## src/rtl/button_conditioner.sv

```systemverilog
// Push-button front end: per-channel 2-flop synchroniser, counter debounce,
// registered press/release edge pulses and a hold-then-repeat pulse generator.

module button_channel #(
    parameter int DEBOUNCE_CYCLES = 1000000,
    parameter int DB_W            = 20,
    parameter int HOLD_CYCLES     = 50000000,
    parameter int REPEAT_CYCLES   = 10000000,
    parameter int RPT_W           = 26
) (
    input  logic CLK,
    input  logic RST,
    input  logic raw,
    output logic level,
    output logic press,
    output logic rel,
    output logic rpt
);
    typedef enum logic [1:0] {IDLE, HOLD, RPT} state_t;

    localparam logic [DB_W-1:0]  DB_LAST  = DB_W'(DEBOUNCE_CYCLES - 1);
    localparam logic [RPT_W-1:0] HOLD_CNT = RPT_W'(HOLD_CYCLES);
    localparam logic [RPT_W-1:0] RPT_CNT  = RPT_W'(REPEAT_CYCLES);

    logic             s1, s2, st;
    logic [DB_W-1:0]  dcnt;
    logic [RPT_W-1:0] rcnt;
    state_t           state;
    logic             accept, rise, fall;

    // accept: this edge commits s2 as the new stable level
    always_comb begin
        accept = (s2 != st) && (dcnt == DB_LAST);
        rise   = accept && s2;
        fall   = accept && !s2;
    end

    assign level = st;

    always_ff @(posedge CLK or posedge RST) begin
        if (RST) begin
            s1    <= 1'b0;
            s2    <= 1'b0;
            st    <= 1'b0;
            dcnt  <= '0;
            press <= 1'b0;
            rel   <= 1'b0;
            rpt   <= 1'b0;
            rcnt  <= '0;
            state <= IDLE;
        end else begin
            s1    <= raw;
            s2    <= s1;
            press <= rise;
            rel   <= fall;
            rpt   <= 1'b0;

            if (s2 == st)
                dcnt <= '0;
            else if (accept) begin
                st   <= s2;
                dcnt <= '0;
            end else
                dcnt <= dcnt + DB_W'(1);

            // The counter starts on the same edge the press pulse is registered,
            // so rcnt == N lines up with the Nth cycle after the press pulse.
            case (state)
                IDLE: begin
                    if (rise) begin
                        state <= HOLD;
                        rcnt  <= RPT_W'(1);
                    end
                end
                HOLD: begin
                    if (fall) begin
                        state <= IDLE;
                        rcnt  <= '0;
                    end else if (rcnt == HOLD_CNT) begin
                        rpt   <= 1'b1;
                        state <= RPT;
                        rcnt  <= RPT_W'(1);
                    end else
                        rcnt <= rcnt + RPT_W'(1);
                end
                RPT: begin
                    if (fall) begin
                        state <= IDLE;
                        rcnt  <= '0;
                    end else if (rcnt == RPT_CNT) begin
                        rpt  <= 1'b1;
                        rcnt <= RPT_W'(1);
                    end else
                        rcnt <= rcnt + RPT_W'(1);
                end
                default: begin
                    state <= IDLE;
                    rcnt  <= '0;
                end
            endcase
        end
    end
endmodule

module button_conditioner #(
    parameter int N_BTN           = 5,
    parameter int DEBOUNCE_CYCLES = 1000000,
    parameter int DB_W            = 20,
    parameter int HOLD_CYCLES     = 50000000,
    parameter int REPEAT_CYCLES   = 10000000,
    parameter int RPT_W           = 26
) (
    input  logic             CLK,
    input  logic             RST,
    input  logic [N_BTN-1:0] btn_raw,
    output logic [N_BTN-1:0] btn_level,
    output logic [N_BTN-1:0] btn_press,
    output logic [N_BTN-1:0] btn_release,
    output logic [N_BTN-1:0] btn_repeat
);
    for (genvar i = 0; i < N_BTN; i++) begin : g_ch
        button_channel #(
            .DEBOUNCE_CYCLES(DEBOUNCE_CYCLES),
            .DB_W           (DB_W),
            .HOLD_CYCLES    (HOLD_CYCLES),
            .REPEAT_CYCLES  (REPEAT_CYCLES),
            .RPT_W          (RPT_W)
        ) u_ch (
            .CLK  (CLK),
            .RST  (RST),
            .raw  (btn_raw[i]),
            .level(btn_level[i]),
            .press(btn_press[i]),
            .rel  (btn_release[i]),
            .rpt  (btn_repeat[i])
        );
    end
endmodule

```

## config.mk

```make
export PLATFORM = sky130hd
export DESIGN_NAME = button_conditioner
export DESIGN_NICKNAME = d
export VERILOG_FILES = /design/src/rtl/button_conditioner.sv
export SDC_FILE = /design/constraint.sdc
export NUM_CORES = 1
export LEC_CHECK = 0
export CAP_MARGIN = 5
export CELL_PAD_IN_SITES_DETAIL_PLACEMENT = 0
export CELL_PAD_IN_SITES_GLOBAL_PLACEMENT = 1
export CORE_MARGIN = 1.5
export CORE_UTILIZATION = 45
export CTS_BUF_LIST = sky130_fd_sc_hd__clkbuf_16
export DETAILED_ROUTE_END_ITERATION = 8
export PLACE_DENSITY_LB_ADDON = 0.05
export SLEW_MARGIN = 20
export SYNTH_ARGS = -nofsm -noshare
export SYNTH_HDL_FRONTEND = slang
export SYNTH_SLANG_ARGS = --single-unit
```

## constraint.sdc

```tcl
create_clock -name CLK -period 19.1 [get_ports CLK]
set_input_delay 2.865 -clock CLK [delete_from_list [all_inputs] [get_ports CLK]]
set_output_delay 2.865 -clock CLK [all_outputs]
set_load 0.01 [all_outputs]
```

==> flow_metrics.py, run 1 <==
metrics = {
    "place": {
        "place.gp.congestion": 0.7950,
        "place_inst": 2029,
        "hpwl_um": 21280,
        "portBuffers": 26,
        "preCtsSetupSlack_ns": 14.21,
    },
    "critical_path": {
        "crit_path_top_delay_cell": "clkdlybuf4s50_1",
        "rrSetupSlack_ns": 15.99,
        "crit-reg2reg-capture": "g_ch[3].u_ch.rcnt[21]$_DFFE_PP0P_",
        "startpoint_type": "register",
        "crit_path_cell_trace": "clkdlybuf4s50_1",
        "setup.worst_path.end_class": "output port",
        "criticalPathCategory": "register to output port",
        "critical-path-top-delay-family": "buffers and inverters",
        "critPathArrivalTime_ns": 1.49,
        "cp_max_fo": 5,
        "cpPeakStageDelay_ns": 0.57,
        "r2r_cells": 7,
        "required_ns": 16.23,
        "regToRegStartpoint": "g_ch[3].u_ch.rcnt[16]$_DFFE_PP0P_",
        "critPathBufInv": 1,
    },
    "cells_and_area": {
        "n_antenna_cell": 0,
        "area_growth_pct": 10.31,
        "multi_input_area_um2": 7436,
        "final_cell_count_no_fill": 2086,
        "fillers": 3077,
        "seq_area_um2": 6756,
        "drive_gt1_share_pct": 4.988,
        "fin_nets": 1665,
    },
    "logic_synthesis": {
        "ys_types": 73,
        "synthXorXnorAreaFrac_pct": 6.352,
        "synth-edff-count": 0,
        "synth_fp_nets": 1665,
        "synthAdderAreaFrac_pct": 2.941,
        "yosys-top-cells-area": "dfrtp_1 45%, nor2_1 5.2%, xor2_1 4.2%",
        "synth_compound_area_share_pct": 12.38,
        "async_flop_share_pct": 100.0,
        "yosysSeqAreaShare_pct": 45.37,
        "avgSynthCellArea_um2": 9.175,
        "synthSimpleGateAreaFrac_pct": 27.30,
        "synthMuxAreaShare_pct": 0.7730,
        "yosys_register_bits": 270,
        "ys_warn_count": 0,
        "syn_inst": 1623,
        "synth_top_area_share_pct": 45.37,
        "synth_ff_type": "dfrtp_1",
        "yosysTopAreaCell": "dfrtp_1",
        "synth_top_family_by_area": "simple AND/OR/NAND/NOR gates",
        "syn-cell-area_um2": 14890,
    },
    "outcome": {
        "outcome": "completed",
    },
    "timing": {
        "maxSlewHeadroom_pct": 30.58,
        "finClkSkew_ns": 0.01516,
        "setup_viol": 0,
        "tns_ns": 0,
        "tightest_slew_ns": 1.032,
        "rsz0062_at_grt": "false",
        "drv_slew": 0,
        "hold_violations": 0,
        "period_needed_ns": 4.354,
        "final.setup.worst_slack_ns": 14.75,
        "fin_crit_sh_pct": 22.80,
        "fmax_ghz": 0.2297,
    },
    "global_routing": {
        "antenna_found_initial": 0,
        "grt_pass1_vias": 11430,
        "grt_overflow": 0,
        "grt.busiest_layer": "met2",
        "grt_pass1_wl_um": 56710,
        "grt_max_degree": 156,
        "grt_util_met3_pct": 2.595,
        "track_usage_pct": 19.96,
        "use_met2_pct": 31.83,
        "grt_use_met1_pct": 28.55,
    },
    "clock_tree": {
        "cts_hold_buf": 0,
        "cts_resized": 0,
        "cts_buffers": 34,
        "cts_setup_buffers": 0,
        "clock_sinks": 270,
        "cts_root_buffer": "clkbuf_16",
        "cts_tree": "yes",
        "worst_skew_pair.late_latency_ns": 0.51,
        "cts_buffer_depth": 3,
        "path_clk_slew_ns": 0.06,
        "h-tree-depth": 2,
    },
    "detailed_routing": {
        "wl_um": 33290,
        "drc": 0,
        "viasPerCell": 5.690,
        "ant_nets": 0,
        "drt_pre_antenna_iters": 7,
        "vias": 11870,
        "first_iter_violations": 665,
        "wl_per_cell_um": 15.96,
    },
    "min_path": {
        "worstHoldPathCells": 0,
        "hold_end": "g_ch[3].u_ch.s2$_DFF_PP0_",
        "hp-start": "g_ch[3].u_ch.s1$_DFF_PP0_",
        "hold_class": "register to register",
    },
    "floorplan": {
        "die_x_um": 184.9,
        "start_util_pct": 45.77,
        "rows": 66,
        "dieArea_um2": 34190,
        "core_um2": 32540,
        "fp.dieH_um": 184.9,
        "io_pins": 27,
    },
    "power_and_ir_drop": {
        "peakVddDrop_mv": 0.05707,
        "powerDensity_nw_per_um2": 72.22,
        "leakagePower_nw": 7.096,
    },
    "job": {
        "maxCapViolCount": 0,
    },
}
[worst max path at each step]
stage                                         from                               end  depth (start not counted)
floorplan                                      RST    g_ch[0].u_ch.dcnt[0]$_DFF_PP0_                          1
global placement                               RST  g_ch[0].u_ch.rcnt[8]$_DFFE_PP0P_                          3
detailed placement                             RST  g_ch[0].u_ch.rcnt[8]$_DFFE_PP0P_                          3
CTS                 g_ch[1].u_ch.level$_DFFE_PP0P_                      btn_level[1]                          1
global route                                   RST         g_ch[3].u_ch.s1$_DFF_PP0_                          3
finish              g_ch[1].u_ch.level$_DFFE_PP0P_                      btn_level[1]                          1
[worst register-to-register path: cells and delay by family, from the launching register on]
| family | cells | cell delay, ns |
|---|---|---|
| flip-flops | 1 | 0.44 |
| AO/OA/AOI/OAI | 3 | 1.35 |
| buffers and inverters | 1 | 0.27 |
| AND/OR/NAND/NOR | 3 | 0.93 |
[layout by cell type (no fill, tap or decap), types with 5 or more instances in the layout]
cell	count
dfrtp_1	270
nor2_1	204
nand2_1	126
nand3_1	105
inv_1	91
xor2_1	71
and3_1	70
nand4_1	67
o21ai_0	54
nor3_1	45
xnor2_1	37
a21oi_1	36
ha_1	35
clkbuf_16	35
nor4_1	31
a22o_1	28
clkdlybuf4s50_1	26
a31oi_1	21
o22ai_1	19
and4_1	18
nor2b_1	18
or3_1	17
o2bb2ai_1	16
a221o_1	15
nor4b_1	14
and2_1	13
o211ai_1	10
buf_4	9
or4_1	8
a22oi_1	8
nor3b_1	7
a21o_1	7
mux2i_1	7
nand2b_1	7
clkinv_1	7
clkinv_2	6
a2bb2oi_1	5
[cell type report]
type	count	share of cell area [%]
Clock buffer	35	5.332
Clock inverter	22	0.7693
Inverter	86	2.011
Multi-Input combinational cell	1195	45.27
Sequential cell	270	41.13
Tap cell	442	3.367
Timing Repair Buffer	36	2.118
[synth_stat cells (all sizes together), types with 28 or more instances]
| library cell | number |
|---|---|
| xnor2 | 37 |
| nand3 | 106 |
| and3 | 70 |
| xor2 | 71 |
| nand2 | 126 |
| dfrtp | 270 |
| inv | 86 |
| nor4 | 32 |
| nor2 | 205 |
| ha | 35 |
| o21ai | 56 |
| buf | 39 |
| a22o | 28 |
| nand4 | 67 |
| a21oi | 37 |
| clkbuf | 33 |
| nor3 | 47 |
[flip-flops by register name (all words and copies together), names as in the netlist]
name / flops
g_ch.u_ch.dcnt: 100
g_ch.u_ch.level: 5
g_ch.u_ch.press: 5
g_ch.u_ch.rcnt: 130
g_ch.u_ch.rel: 5
g_ch.u_ch.rpt: 5
g_ch.u_ch.s1: 5
g_ch.u_ch.s2: 5
g_ch.u_ch.state: 10
[kinds of logic (layout without fill, tap and decap cells)]
| logic type | count (synthesis) | after routing |
|---|---|---|
| and+or+nand+nor | 781 | 781 |
| buffers and inverters | 158 | 179 |
| xor gates and xnor gates | 108 | 108 |
| muxes | 11 | 11 |
| DFF | 270 | 270 |
| adders and majority gates | 35 | 35 |
| AOI/OAI and AO/OA | 260 | 260 |
[stage by stage]
| stage | total power [W] | area [µm²] | hold slack, ns | utilization (%) |
|---|---|---|---|---|
| after floorplan | 0.0006043 | 14890 | 0.3312 | - |
| final | 0.001186 | 16430 | 0.3363 | 50.48 |
| after global placement | 0.0006129 | 15420 | 0.3353 | 47.40 |
| after CTS | 0.001210 | 16420 | 0.3376 | 50.48 |
| after global routing | 0.001235 | 16430 | 0.3449 | 50.48 |
| after detailed placement | 0.0006129 | 15420 | 0.3365 | 47.40 |
[power breakdown]
group          switching, W  leakage, nW  internal (W)  total (W)
clock network      0.000241        0.521      0.000344   0.000585
logic             0.0000173         2.84    0.00000478  0.0000221
registers        0.00000322         3.74      0.000576   0.000579
[layer usage]
layer,routed length (µm),part of all wire (%),vias up
li1,-,-,5838
met4,610,1.8,0
met3,1012,3.0,46
met1,16450,49,5817
met5,0,0,-
met2,15220,46,169
No activity file was read; power rests on OpenSTA's default activity.
==> run 2, diff against run 1 <==
==> constraint.sdc (replaced) <==
create_clock -name CLK -period 4.18 [get_ports CLK]
set_input_delay 0.627 -clock CLK [delete_from_list [all_inputs] [get_ports CLK]]
set_output_delay 0.627 -clock CLK [all_outputs]
set_load 0.01 [all_outputs]
==> run 2 against run 1 <==
  * Register-to-register slack worse by 15 ns
  * Clock power rose to 4.7 times the previous value
  * Global-route usage up 0.10 points
  * Setup slack worse by 14 ns
  * First-iteration DRC count up 1.5%
  * Cell count up 0.43%
  * Final area up 0.63%
  * Utilization up 0.32 points
  * Flip-flop and latch count unchanged
  * Via count down 1.2%
  * Sequential share of layout area down 0.26 points
  * Sequential power rose to 4.6 times the previous value
  * Largest cell class unchanged
==> flow_metrics.py, run 2 (synthesis results as in run 1) <==
metrics = {
    "timing": {
        "tns_ns": 0,
        "drv_slew": 0,
        "final.setup.worst_slack_ns": 1.127,
        "fmax_ghz": 0.3275,
        "period_needed_ns": 3.053,
        "setup_viol": 0,
        "rsz0062_at_grt": "false",
        "tightest_slew_ns": 1.064,
        "maxSlewHeadroom_pct": 29.07,
        "hold_violations": 0,
        "fin_crit_sh_pct": 73.04,
        "finClkSkew_ns": 0.01452,
    },
    "power_and_ir_drop": {
        "seqPwrFrac_pct": 48.0,
        "p_switching_w": 0.001208,
        "power_frac_clock_pct": 50.0,
        "p_comb_share_pct": 1.9,
        "p_int_w": 0.004302,
        "leakagePower_nw": 7.147,
        "peakVddDrop_mv": 0.2627,
        "switching_share_pct": 21.93,
        "total_power_w": 0.005510,
        "powerDensity_nw_per_um2": 333.3,
    },
    "detailed_routing": {
        "route.met2.wl_um": 15010,
        "wl_met3_um": 1063,
        "vias": 11730,
        "wl_per_cell_um": 15.68,
        "viasPerCell": 5.599,
        "highest_layer": "met4",
        "drt_pre_antenna_iters": 5,
        "ant_nets": 0,
        "wl_met1_um": 16260,
        "wl_um": 32850,
        "drc": 0,
        "first_iter_violations": 675,
    },
    "place": {
        "place.gp.congestion": 0.7832,
        "portBuffers": 26,
        "preCtsSetupSlack_ns": 1.150,
        "hpwl_um": 21570,
    },
    "clock_tree": {
        "cts_root_buffer": "clkbuf_16",
        "worst_skew_pair.late_latency_ns": 0.52,
        "cts_buffer_depth": 3,
        "cts_buffers": 34,
        "h-tree-depth": 2,
        "cts_tree": "yes",
        "path_clk_slew_ns": 0.06,
        "cts_setup_buffers": 0,
        "clock_sinks": 270,
        "cts_hold_buf": 0,
        "cts_resized": 0,
    },
    "floorplan": {
        "dieArea_um2": 34190,
        "core_um2": 32540,
        "start_util_pct": 45.77,
        "die_x_um": 184.9,
        "fp.dieH_um": 184.9,
        "io_pins": 27,
        "rows": 66,
    },
    "critical_path": {
        "required_ns": 4.58,
        "startpoint_type": "register",
        "r2r_cells": 7,
        "rrSetupSlack_ns": 1.13,
        "setup.worst_path.end_class": "register",
        "regToRegStartpoint": "g_ch[3].u_ch.dcnt[10]$_DFF_PP0_",
        "criticalPathCategory": "register to register",
        "crit-reg2reg-capture": "g_ch[3].u_ch.rcnt[19]$_DFFE_PP0P_",
        "critPathArrivalTime_ns": 3.45,
        "cp_max_fo": 22,
    },
    "cells_and_area": {
        "n_antenna_cell": 0,
        "regMostFlops": "g_ch.u_ch.rcnt",
        "reg.largest.list": "g_ch.u_ch.rcnt: 130 flops, g_ch.u_ch.dcnt: 100 flops, g_ch.u_ch.state: 10 flops",
        "fillers": 3083,
        "final_cell_mix": "270 x dfrtp_1, 205 x nor2_1, 126 x nand2_1",
        "largest_reg_flops": 130,
        "drive_gt1_share_pct": 5.082,
        "area_growth_pct": 11.01,
        "layout_commonest_cell": "dfrtp_1",
        "fin_nets": 1670,
    },
    "global_routing": {
        "grt_pass1_vias": 11680,
        "antenna_found_initial": 0,
        "grt_max_degree": 91,
        "grt_overflow": 0,
        "grt_pass1_wl_um": 57190,
        "track_usage_pct": 20.06,
    },
    "min_path": {
        "hold_end": "g_ch[0].u_ch.s2$_DFF_PP0_",
        "hold_class": "register to register",
        "hp-start": "g_ch[0].u_ch.s1$_DFF_PP0_",
        "worstHoldPathCells": 0,
    },
    "outcome": {
        "outcome": "completed",
    },
    "job": {
        "maxCapViolCount": 0,
    },
}
[run 2: how the worst max path moves through the flow]
| stage | startpoint | endpoint | slack (ns) | cells past startpoint |
|---|---|---|---|---|
| finish | g_ch[3].u_ch.dcnt[10]$_DFF_PP0_ | g_ch[3].u_ch.rcnt[19]$_DFFE_PP0P_ | 1.13 | 7 |
| global route | g_ch[3].u_ch.rcnt[0]$_DFFE_PP0P_ | g_ch[3].u_ch.rcnt[6]$_DFFE_PP0P_ | 0.84 | 9 |
| CTS | g_ch[3].u_ch.dcnt[10]$_DFF_PP0_ | g_ch[3].u_ch.rcnt[19]$_DFFE_PP0P_ | 1.10 | 7 |
| detailed placement | g_ch[3].u_ch.dcnt[10]$_DFF_PP0_ | g_ch[3].u_ch.rcnt[4]$_DFFE_PP0P_ | 1.15 | 7 |
| global placement | g_ch[3].u_ch.dcnt[10]$_DFF_PP0_ | g_ch[3].u_ch.rcnt[4]$_DFFE_PP0P_ | 1.16 | 7 |
| floorplan | RST | g_ch[0].u_ch.dcnt[0]$_DFF_PP0_ | -0.01 | 1 |
[run 2: critical path, cell delays in order (launching register included)]
cell and delay (ns):
dfrtp_1 0.46, nor4_1 0.36, nand4_1 0.30, nor4_2 0.70
a211o_1 0.51, nor2_1 0.12, buf_4 0.25, a22o_1 0.22
[run 2: metrics by stage]
step | hold WS [ns] | instance area [µm²] | utilization (%) | cells
after floorplan | 0.3312 | 14890 | - | 1623
after global placement | 0.3352 | 15480 | 47.57 | 2034
after detailed placement | 0.3402 | 15480 | 47.57 | 2034
after CTS | 0.3559 | 16530 | 50.80 | 2095
after global routing | 0.3636 | 16530 | 50.80 | 2095
final | 0.3544 | 16530 | 50.80 | 2095
[run 2: metal layers]
metal	GRT usage (%)	vias up
met4	4.650	0
li1	-	5847
met2	33.20	164
met3	3.008	39
met1	27.67	5679
met5	0	-
[run 2: power groups by stage]
stage               registers [W]  clock network [W]   logic, W
floorplan                 0.00269                  0  0.0000719
global placement          0.00269                  0   0.000113
detailed placement        0.00269                  0   0.000113
CTS                       0.00265            0.00284   0.000113
global route              0.00265            0.00297   0.000127
finish                    0.00265            0.00276   0.000107
[run 2: final cells by class]
cell class | count | area, µm² | share of cell area, %
tap | 442 | 553.0 | 3.346
clock buffer | 37 | 925.9 | 5.601
timing repair buffer | 41 | 410.4 | 2.483
clock inverter | 24 | 125.1 | 0.7569
multi-input combinational | 1195 | 7432 | 44.96
sequential | 270 | 6756 | 40.88
inverter | 86 | 326.6 | 1.976
